--- config.mk ---
export PLATFORM = sky130hd
export DESIGN_NAME = ps2_host_tx
export DESIGN_NICKNAME = d
export VERILOG_FILES = /design/src/rtl/ps2_host_tx.sv
export SDC_FILE = /design/constraint.sdc
export NUM_CORES = 1
export LEC_CHECK = 0
export ABC_CLOCK_PERIOD_IN_PS = 1950
export CAP_MARGIN = 15
export CORE_ASPECT_RATIO = 0.75
export CORE_UTILIZATION = 35
export CTS_BUF_LIST = sky130_fd_sc_hd__clkbuf_8
export DETAILED_ROUTE_END_ITERATION = 6
export GPL_ROUTABILITY_DRIVEN = 0
export SLEW_MARGIN = 10
export SYNTH_ARGS = -nofsm -noshare
export SYNTH_HDL_FRONTEND = slang
export SYNTH_SLANG_ARGS = --single-unit
--- constraint.sdc ---
create_clock -name Clk -period 1.95 [get_ports Clk]
set_clock_uncertainty 0.15 [all_clocks]
set_input_delay 0.39 -clock Clk [delete_from_list [all_inputs] [get_ports Clk]]
set_output_delay 0.39 -clock Clk [all_outputs]
set_load 0.02 [all_outputs]
--- src/rtl/ps2_host_tx.sv ---
// PS/2 host-to-device command transmitter: inhibit, request-to-send, 10-bit
// frame clocked by the device, ACK sampling and line-idle wait, with timeout.
module ps2_host_tx #(
  parameter int INHIBIT_CYCLES = 6000,
  parameter int TIMEOUT_CYCLES = 750000
) (
  input  logic       Clk,
  input  logic       reset,
  input  logic [7:0] tx_data,
  input  logic       tx_valid,
  output logic       tx_ready,
  input  logic       ps2_clk_in,
  input  logic       ps2_dat_in,
  output logic       ps2_clk_oe,
  output logic       ps2_dat_oe,
  output logic       busy,
  output logic       done,
  output logic       error
);

  localparam int INH_W = $clog2(INHIBIT_CYCLES + 1);
  localparam int TO_W  = $clog2(TIMEOUT_CYCLES + 1);
  localparam logic [INH_W-1:0] INH_LAST = INH_W'(INHIBIT_CYCLES - 1);
  localparam logic [TO_W-1:0]  TO_LAST  = TO_W'(TIMEOUT_CYCLES - 1);

  typedef enum logic [2:0] {
    IDLE      = 3'd0,
    INHIBIT   = 3'd1,
    REQ       = 3'd2,
    SEND      = 3'd3,
    ACK       = 3'd4,
    WAIT_IDLE = 3'd5
  } state_t;

  state_t           state_r;
  logic [1:0]       clk_sync_r;
  logic [1:0]       dat_sync_r;
  logic             clk_prev_r;
  logic [9:0]       frame_r;
  logic [3:0]       bit_cnt_r;
  logic [INH_W-1:0] inh_cnt_r;
  logic [TO_W-1:0]  to_cnt_r;
  logic             nack_r;

  logic fall_s;
  logic line_idle_s;
  logic timed_s;

  function automatic logic odd_parity(input logic [7:0] d);
    return ~^d;
  endfunction

  assign fall_s      = clk_prev_r & ~clk_sync_r[1];
  assign line_idle_s = clk_sync_r[1] & dat_sync_r[1];
  assign timed_s     = ((state_r == SEND) || (state_r == ACK) || (state_r == WAIT_IDLE)) &&
                       (to_cnt_r == TO_LAST);

  // Two-flop synchronizers on the raw lines plus the previous synced clock for edge detection.
  always_ff @(posedge Clk) begin
    if (reset) begin
      clk_sync_r <= 2'b11;
      dat_sync_r <= 2'b11;
      clk_prev_r <= 1'b1;
    end else begin
      clk_sync_r <= {clk_sync_r[0], ps2_clk_in};
      dat_sync_r <= {dat_sync_r[0], ps2_dat_in};
      clk_prev_r <= clk_sync_r[1];
    end
  end

  // Transfer FSM with registered line enables, handshake and result pulses.
  always_ff @(posedge Clk) begin
    if (reset) begin
      state_r    <= IDLE;
      ps2_clk_oe <= 1'b0;
      ps2_dat_oe <= 1'b0;
      tx_ready   <= 1'b1;
      busy       <= 1'b0;
      done       <= 1'b0;
      error      <= 1'b0;
      frame_r    <= 10'd0;
      bit_cnt_r  <= 4'd0;
      inh_cnt_r  <= '0;
      to_cnt_r   <= '0;
      nack_r     <= 1'b0;
    end else begin
      done  <= 1'b0;
      error <= 1'b0;
      // Timeout wins over any falling edge seen in the same cycle.
      if (timed_s) begin
        ps2_clk_oe <= 1'b0;
        ps2_dat_oe <= 1'b0;
        error      <= 1'b1;
        tx_ready   <= 1'b1;
        busy       <= 1'b0;
        state_r    <= IDLE;
      end else begin
        case (state_r)
          IDLE: begin
            ps2_clk_oe <= 1'b0;
            ps2_dat_oe <= 1'b0;
            if (tx_valid && tx_ready) begin
              frame_r    <= {1'b1, odd_parity(tx_data), tx_data};
              inh_cnt_r  <= '0;
              to_cnt_r   <= '0;
              bit_cnt_r  <= 4'd0;
              nack_r     <= 1'b0;
              ps2_clk_oe <= 1'b1;
              tx_ready   <= 1'b0;
              busy       <= 1'b1;
              state_r    <= INHIBIT;
            end else begin
              tx_ready <= 1'b1;
              busy     <= 1'b0;
            end
          end
          INHIBIT: begin
            if (inh_cnt_r == INH_LAST) begin
              ps2_dat_oe <= 1'b1;
              state_r    <= REQ;
            end else begin
              inh_cnt_r <= inh_cnt_r + INH_W'(1);
            end
          end
          REQ: begin
            ps2_clk_oe <= 1'b0;
            bit_cnt_r  <= 4'd0;
            to_cnt_r   <= '0;
            state_r    <= SEND;
          end
          SEND: begin
            to_cnt_r <= to_cnt_r + TO_W'(1);
            if (fall_s) begin
              ps2_dat_oe <= ~frame_r[0];
              frame_r    <= {1'b0, frame_r[9:1]};
              bit_cnt_r  <= bit_cnt_r + 4'd1;
              if (bit_cnt_r == 4'd9) begin
                state_r <= ACK;
              end else begin
                state_r <= SEND;
              end
            end else begin
              state_r <= SEND;
            end
          end
          ACK: begin
            to_cnt_r <= to_cnt_r + TO_W'(1);
            if (fall_s) begin
              nack_r  <= dat_sync_r[1];
              state_r <= WAIT_IDLE;
            end else begin
              state_r <= ACK;
            end
          end
          WAIT_IDLE: begin
            to_cnt_r <= to_cnt_r + TO_W'(1);
            if (line_idle_s) begin
              done     <= ~nack_r;
              error    <= nack_r;
              tx_ready <= 1'b1;
              busy     <= 1'b0;
              state_r  <= IDLE;
            end else begin
              state_r <= WAIT_IDLE;
            end
          end
          default: begin
            ps2_clk_oe <= 1'b0;
            ps2_dat_oe <= 1'b0;
            tx_ready   <= 1'b1;
            busy       <= 1'b0;
            state_r    <= IDLE;
          end
        endcase
      end
    end
  end

endmodule

=== Word-level counts from Yosys, hierarchy flattened ===
Index checks and enable logic that the tools add are counted.

* RAM bits: 0
* Bits in read-only memories: 0
* Bits in latches: 0
* Flip-flop bits (word level): 62
* Word-level logic and storage cells: 101
* Input bits: 13
* Output and inout bits: 6
* Memories: 0

* $mul: 0
* Reduce and logical (&&, ||, !) cells: 25
* Divide/modulo/power cells: 0
* Multiplexer cells: 34
* Eq/ne operators: 14
* Add/subtract/negate cells: 3
* Shifts and indexed selects: 0
* Bitwise gates (word level): 10
* Magnitude comparators: 0

{| class="wikitable"
|+ Operator list
! operator !! number
|-
| 20-bit case mux with 3 select lines || 1
|-
| 13-bit 2-to-1 mux || 2
|-
| 13-bit case mux with 2 select lines || 1
|-
| 20-bit by 1-bit adder with 20-bit output, second input constant || 1
|-
| 20-bit == test, second input constant || 1
|-
| 10-bit 2-to-1 mux || 2
|-
| 20-bit 2-to-1 mux || 1
|-
| 10-bit case mux with 2 select lines || 1
|-
| 3-bit case mux with 6 select lines || 1
|-
| 4-bit AND reduction || 4
|-
| 3-bit 2-to-1 mux || 5
|-
| 13-bit by 1-bit adder with 13-bit output, second input constant || 1
|-
| 13-bit == test, second input constant || 1
|-
| 1-bit 2-to-1 mux || 12
|-
| 2-bit != test, second input constant || 6
|-
| 4-bit case mux with 3 select lines || 1
|-
| 4-bit OR reduction || 3
|-
| 1-bit case mux with 3 select lines || 3
|-
| 4-bit 2-to-1 mux || 2
|-
| 1-bit NOT || 8
|-
| 8-bit XNOR reduction || 1
|-
| 3-bit by 2-bit == test with 1-bit output, second input constant || 2
|-
| 3-bit == test, second input constant || 2
|-
| 3-bit AND reduction || 2
|-
| other kinds (13) || 22
|}

=== Longest topological paths before layout ===
Gate-level depths: netlist (run 1).

* Depth in word-level cells: 6
* Depth in mapped cells: 7
* Mapped depth without buffers: 6

=== Worst setup path before layout (run 1) ===
Ideal clock, no wire load.

* Path kind: register to register
* Start point: register to_cnt_r[15]
* End point: register to_cnt_r[19]
* Arrival time: 1685 ps
* Stages on the path, launching flop included: 7
* Library setup time: 71 ps
* Data required time: 1729 ps
* Clock period less this slack: 1906 ps
* Buffers on the path: 1
* Slack: 44 ps
* Cell sequence: dfxtp_1 and4b_1 and3_4 buf_6 a21o_4 or4_1 a21oi_1

* Longest elaborated chain between the ends: 4
* Elaborated cells on any way between the ends: 6
* Classes of those cells: add/sub: 1; eq/ne: 1; mux: 1; bitwise: 1; reduce/logical: 2

{| class="wikitable"
|+ Ends and longest elaborated chain
! item !! RTL line !! text
|-
| from (decl) || 42 || <nowiki>logic [TO_W-1:0] to_cnt_r;</nowiki>
|-
| from (signal assigned) || 132 || <nowiki>to_cnt_r <= to_cnt_r + TO_W'(1);</nowiki>
|-
| from (signal assigned) || 147 || <nowiki>to_cnt_r <= to_cnt_r + TO_W'(1);</nowiki>
|-
| from (signal assigned) || 156 || <nowiki>to_cnt_r <= to_cnt_r + TO_W'(1);</nowiki>
|-
| parallel branches: the longest is 4 deep, another holds 20-bit by 1-bit adder with 20-bit output || -- ||
|}

Several ways; the timed one is not identified.
A chain may end at the register's enable or synchronous reset.

=== Final worst setup path (run 1) ===
* Start point: register to_cnt_r[1]
* End point: register to_cnt_r[3]

Same word-level chain as after synthesis.

==> results of run 1 <==
[sequential cells by signal, summed over array words and instances (netlist names), 2 cells and up]
name and cells:
to_cnt_r 20, inh_cnt_r 13, frame_r 10, bit_cnt_r 4, state_r 3, clk_sync_r 2
dat_sync_r 2
[worst max-delay path, stage by stage (launching register included)]
cell and delay (ns):
dfxtp_2 0.34, ha_4 0.17, nand4_1 0.16, a211oi_2 0.06, buf_4 0.15, a21o_4 0.22, buf_6 0.13, or3_4 0.36
a21oi_2 0.13
[synthesized netlist by cell type (5+ instances only)]
library cell and number:
nor2b_1 8, a21oi_1 30, xnor2_1 8, or3_1 9
clkbuf_1 13, nor3_1 5, nand2b_1 6, inv_1 7
o31ai_1 6, or2_2 10, dfxtp_1 62, mux2i_1 10
nand2_1 31, a31oi_1 9, or4_1 6, xor2_1 5
o21ai_0 25, a211oi_1 11, nand4_1 11, nor2_1 34
nand3_1 16
[power breakdown]
part	switching [W]	internal, W
Clock	0.000511	0.000572
Sequential	0.0000469	0.00133
Combinational	0.000403	0.000395
[what timing repair did]
| item | in CTS | in global routing |
|---|---|---|
| gates resized for setup | 11 | 39 |
| setup endpoints to repair | 12 | 33 |
| setup buffers | 3 | 4 |
| pin swaps | 6 | 21 |
| hold endpoints to repair | 0 | 0 |
| gates cloned | 0 | 0 |
[layer usage]
layer / global-route usage, % / wire length [µm] / vias to the layer above
li1: - / - / 1613
met1: 26.83 / 4375 / 1492
met5: 0 / 0 / -
met2: 28.97 / 3729 / 67
met3: 5.643 / 463 / 14
met4: 7.758 / 151 / 0
[path summary, 6_finish.rpt]
kind                  to  slack (ns)  cells past startpoint
max          to_cnt_r[3]        0.01                      8
min                 done        0.29                      1
min reg2reg         done        0.29                      1
max reg2reg  to_cnt_r[3]        0.01                      8
[cells by family (layout without fill, tap and decap cells)]
logic type,after synthesis,in the layout
multiplexers,10,10
buffers and inverters,25,123
AO/OA/AOI/OAI,106,106
AND/OR/NAND/NOR,166,166
flip-flops,62,62
XOR/XNOR,13,13
adder cells (fa/ha/maj),4,4
[layout make-up]
cell class                      count  area share [%]
Timing Repair Buffer              100           18.81
Multi-Input combinational cell    299           45.27
Clock inverter                      7           1.295
Inverter                            7          0.5912
Clock buffer                        9           2.787
Tap cell                          108           3.041
Sequential cell                    62           28.21
[cells in the final DEF (no fill, tap or decap), types with 10 or more instances in the layout]
cell type	synthesis	final
buf_4	0	76
dfxtp_1	62	52
nor2_1	34	33
nand2_1	31	29
a21oi_1	30	25
o21ai_0	25	23
nand3_1	16	15
clkdlybuf4s50_1	0	15
nand4_1	11	11
a211oi_1	11	10
mux2i_1	10	10
dfxtp_2	0	10
[through the flow]
stage / cells / setup WS (ns)
floorplan: 386 / 0.04412
CTS: 588 / 0.001424
detailed placement: 569 / -0.3711
global placement: 569 / -0.3552
global route: 592 / -0.07256
finish: 592 / 0.01002
==> metrics, run 1 <==
worst voltage drop across the vdd grid=504.2 µV; initial antenna violation count=0; Via density=5.382; leading register cell type out of synthesis=dfxtp_1; DRC violations left=0; die span in y=approximately 85 µm; RSZ-0062 raised after global routing=yes; floorplan die area=around 9500 µm²; Tightest Pin Transition=approximately 0.46 ns; clock tree sinks=just over 60; detailed-routing iteration count for the pre-antenna-repair pass=4; Wirelength per Cell=14.73 µm; number of warnings printed during yosys synthesis=0; Routed Antenna Nets=0; total setup violations reported at the end of the flow=0; Critical R2R Launch=to_cnt_r[1]; cell taking the most area after synthesis=dfxtp_1; synthesis-stage register bit count=62; clock tree from TritonCTS=done; Mapped Area=3206 µm²; Final Hold Slack=a little under 0.3 ns; HPWL after DPL=about 6400 µm; ratio of final minimum period to clock period=99.49%; largest net degree at the start of global routing=20; highest achievable clock rate=around 520 MHz; Clk pin slew, worst setup/hold paths=about 0.070 ns; diodes inserted=0; synthesized-area fraction occupied by and/or/nand/nor cells=between 20% and 30%; clock latency reported for the late side of the worst-skew pair=about 0.35 ns; cell count after synthesis=386; global routing usage summed across all routing layers=19.57%; Final Hold Fails=0; number of core rows=29; CTS hold repair buffers=0; global-route wire length before repair=around 15000 µm; H-tree depth=3; post-synth net total=403; Chip Width=around 110 µm; number of buffers on the longest clock path=2; Initial DRC Count=roughly 170; largest driver fanout on the critical path=7; beginning of the worst hold path=nack_r; dominant combinational cell family by area after synthesis=simple AND/OR/NAND/NOR gates; asr flop ratio synth=0%; fillers=approximately 840; Post-synth EDFFs=0; critical path startpoint category=flop; multi-input combinational cell area=between 2000 and 2500 µm²; clock root buffer master=clkbuf_8; core region area=8672 µm²; Final Total Pwr=around 0.0033 W; share of the synthesized area in compound gates (AO/OA/AOI/OAI)=approximately a fifth; syn avg cell area=8.305 µm²; minimum clock period after layout=roughly 1.9 ns; Synth top area share=38.72%; number of global-route vias before repair=3082; Core Util, Final=around half; register area share after synthesis=38.72%; Worst Setup SP=to_cnt_r[1]; total of max-cap violations=0; Setup crit end kind=flop; multiplexer share of the synthesized area=3.123%; adder and majority cell fraction of the synthesized area=1.561%; top post-synthesis cells by area=dfxtp_1 39%, a21oi_1 4.7%, nor2_1 4.0%, o21ai_0 3.9%, nand2_1 3.6%; Layout area overhead=38.64%; number of top-level design ports=19; CP Data Arrival Time=just over 2 ns; I/O Buffers=18; number of distinct library cells after synthesis=55; Starting Density=around 37%; post-place instance area=around 4000 µm²; required time at the worst-slack endpoint=around 2.1 ns; Min-Delay Path Class=flop to flop; net total in the final layout=496; number of buffers inserted during clock tree synthesis=9; WL final=8720 µm; relative slew slack=between 60 and 70%; Cell Pwr Density=733.0 nW/µm²; vias after detailed routing=3186; total negative slack for setup checks=0 ns; share of layout cells above drive strength 1=between 30% and 40%; critical setup path kind=flop to flop; area of all placed cells without fillers=4444 µm²; leak pwr=1.709 nW; final count of pins violating max slew=0; sequential standard cell area=1254 µm²; status=finished clean; fraction of synthesized cell area in xor and xnor cells=under 10%; total grt overflow=0
Note: power is estimated with default switching activity, not from simulation.
==> run 2, diff against run 1 <==
--- a/config.mk
+++ b/config.mk
@@ -10,6 +10,7 @@
 export CORE_ASPECT_RATIO = 0.75
 export CORE_UTILIZATION = 35
 export CTS_BUF_LIST = sky130_fd_sc_hd__clkbuf_8
+export CTS_CLUSTER_SIZE = 25
 export DETAILED_ROUTE_END_ITERATION = 6
 export GPL_ROUTABILITY_DRIVEN = 0
 export SLEW_MARGIN = 10
==> results of run 2 <==
The final DEF is identical to that of run 1; final timing and power are the same.
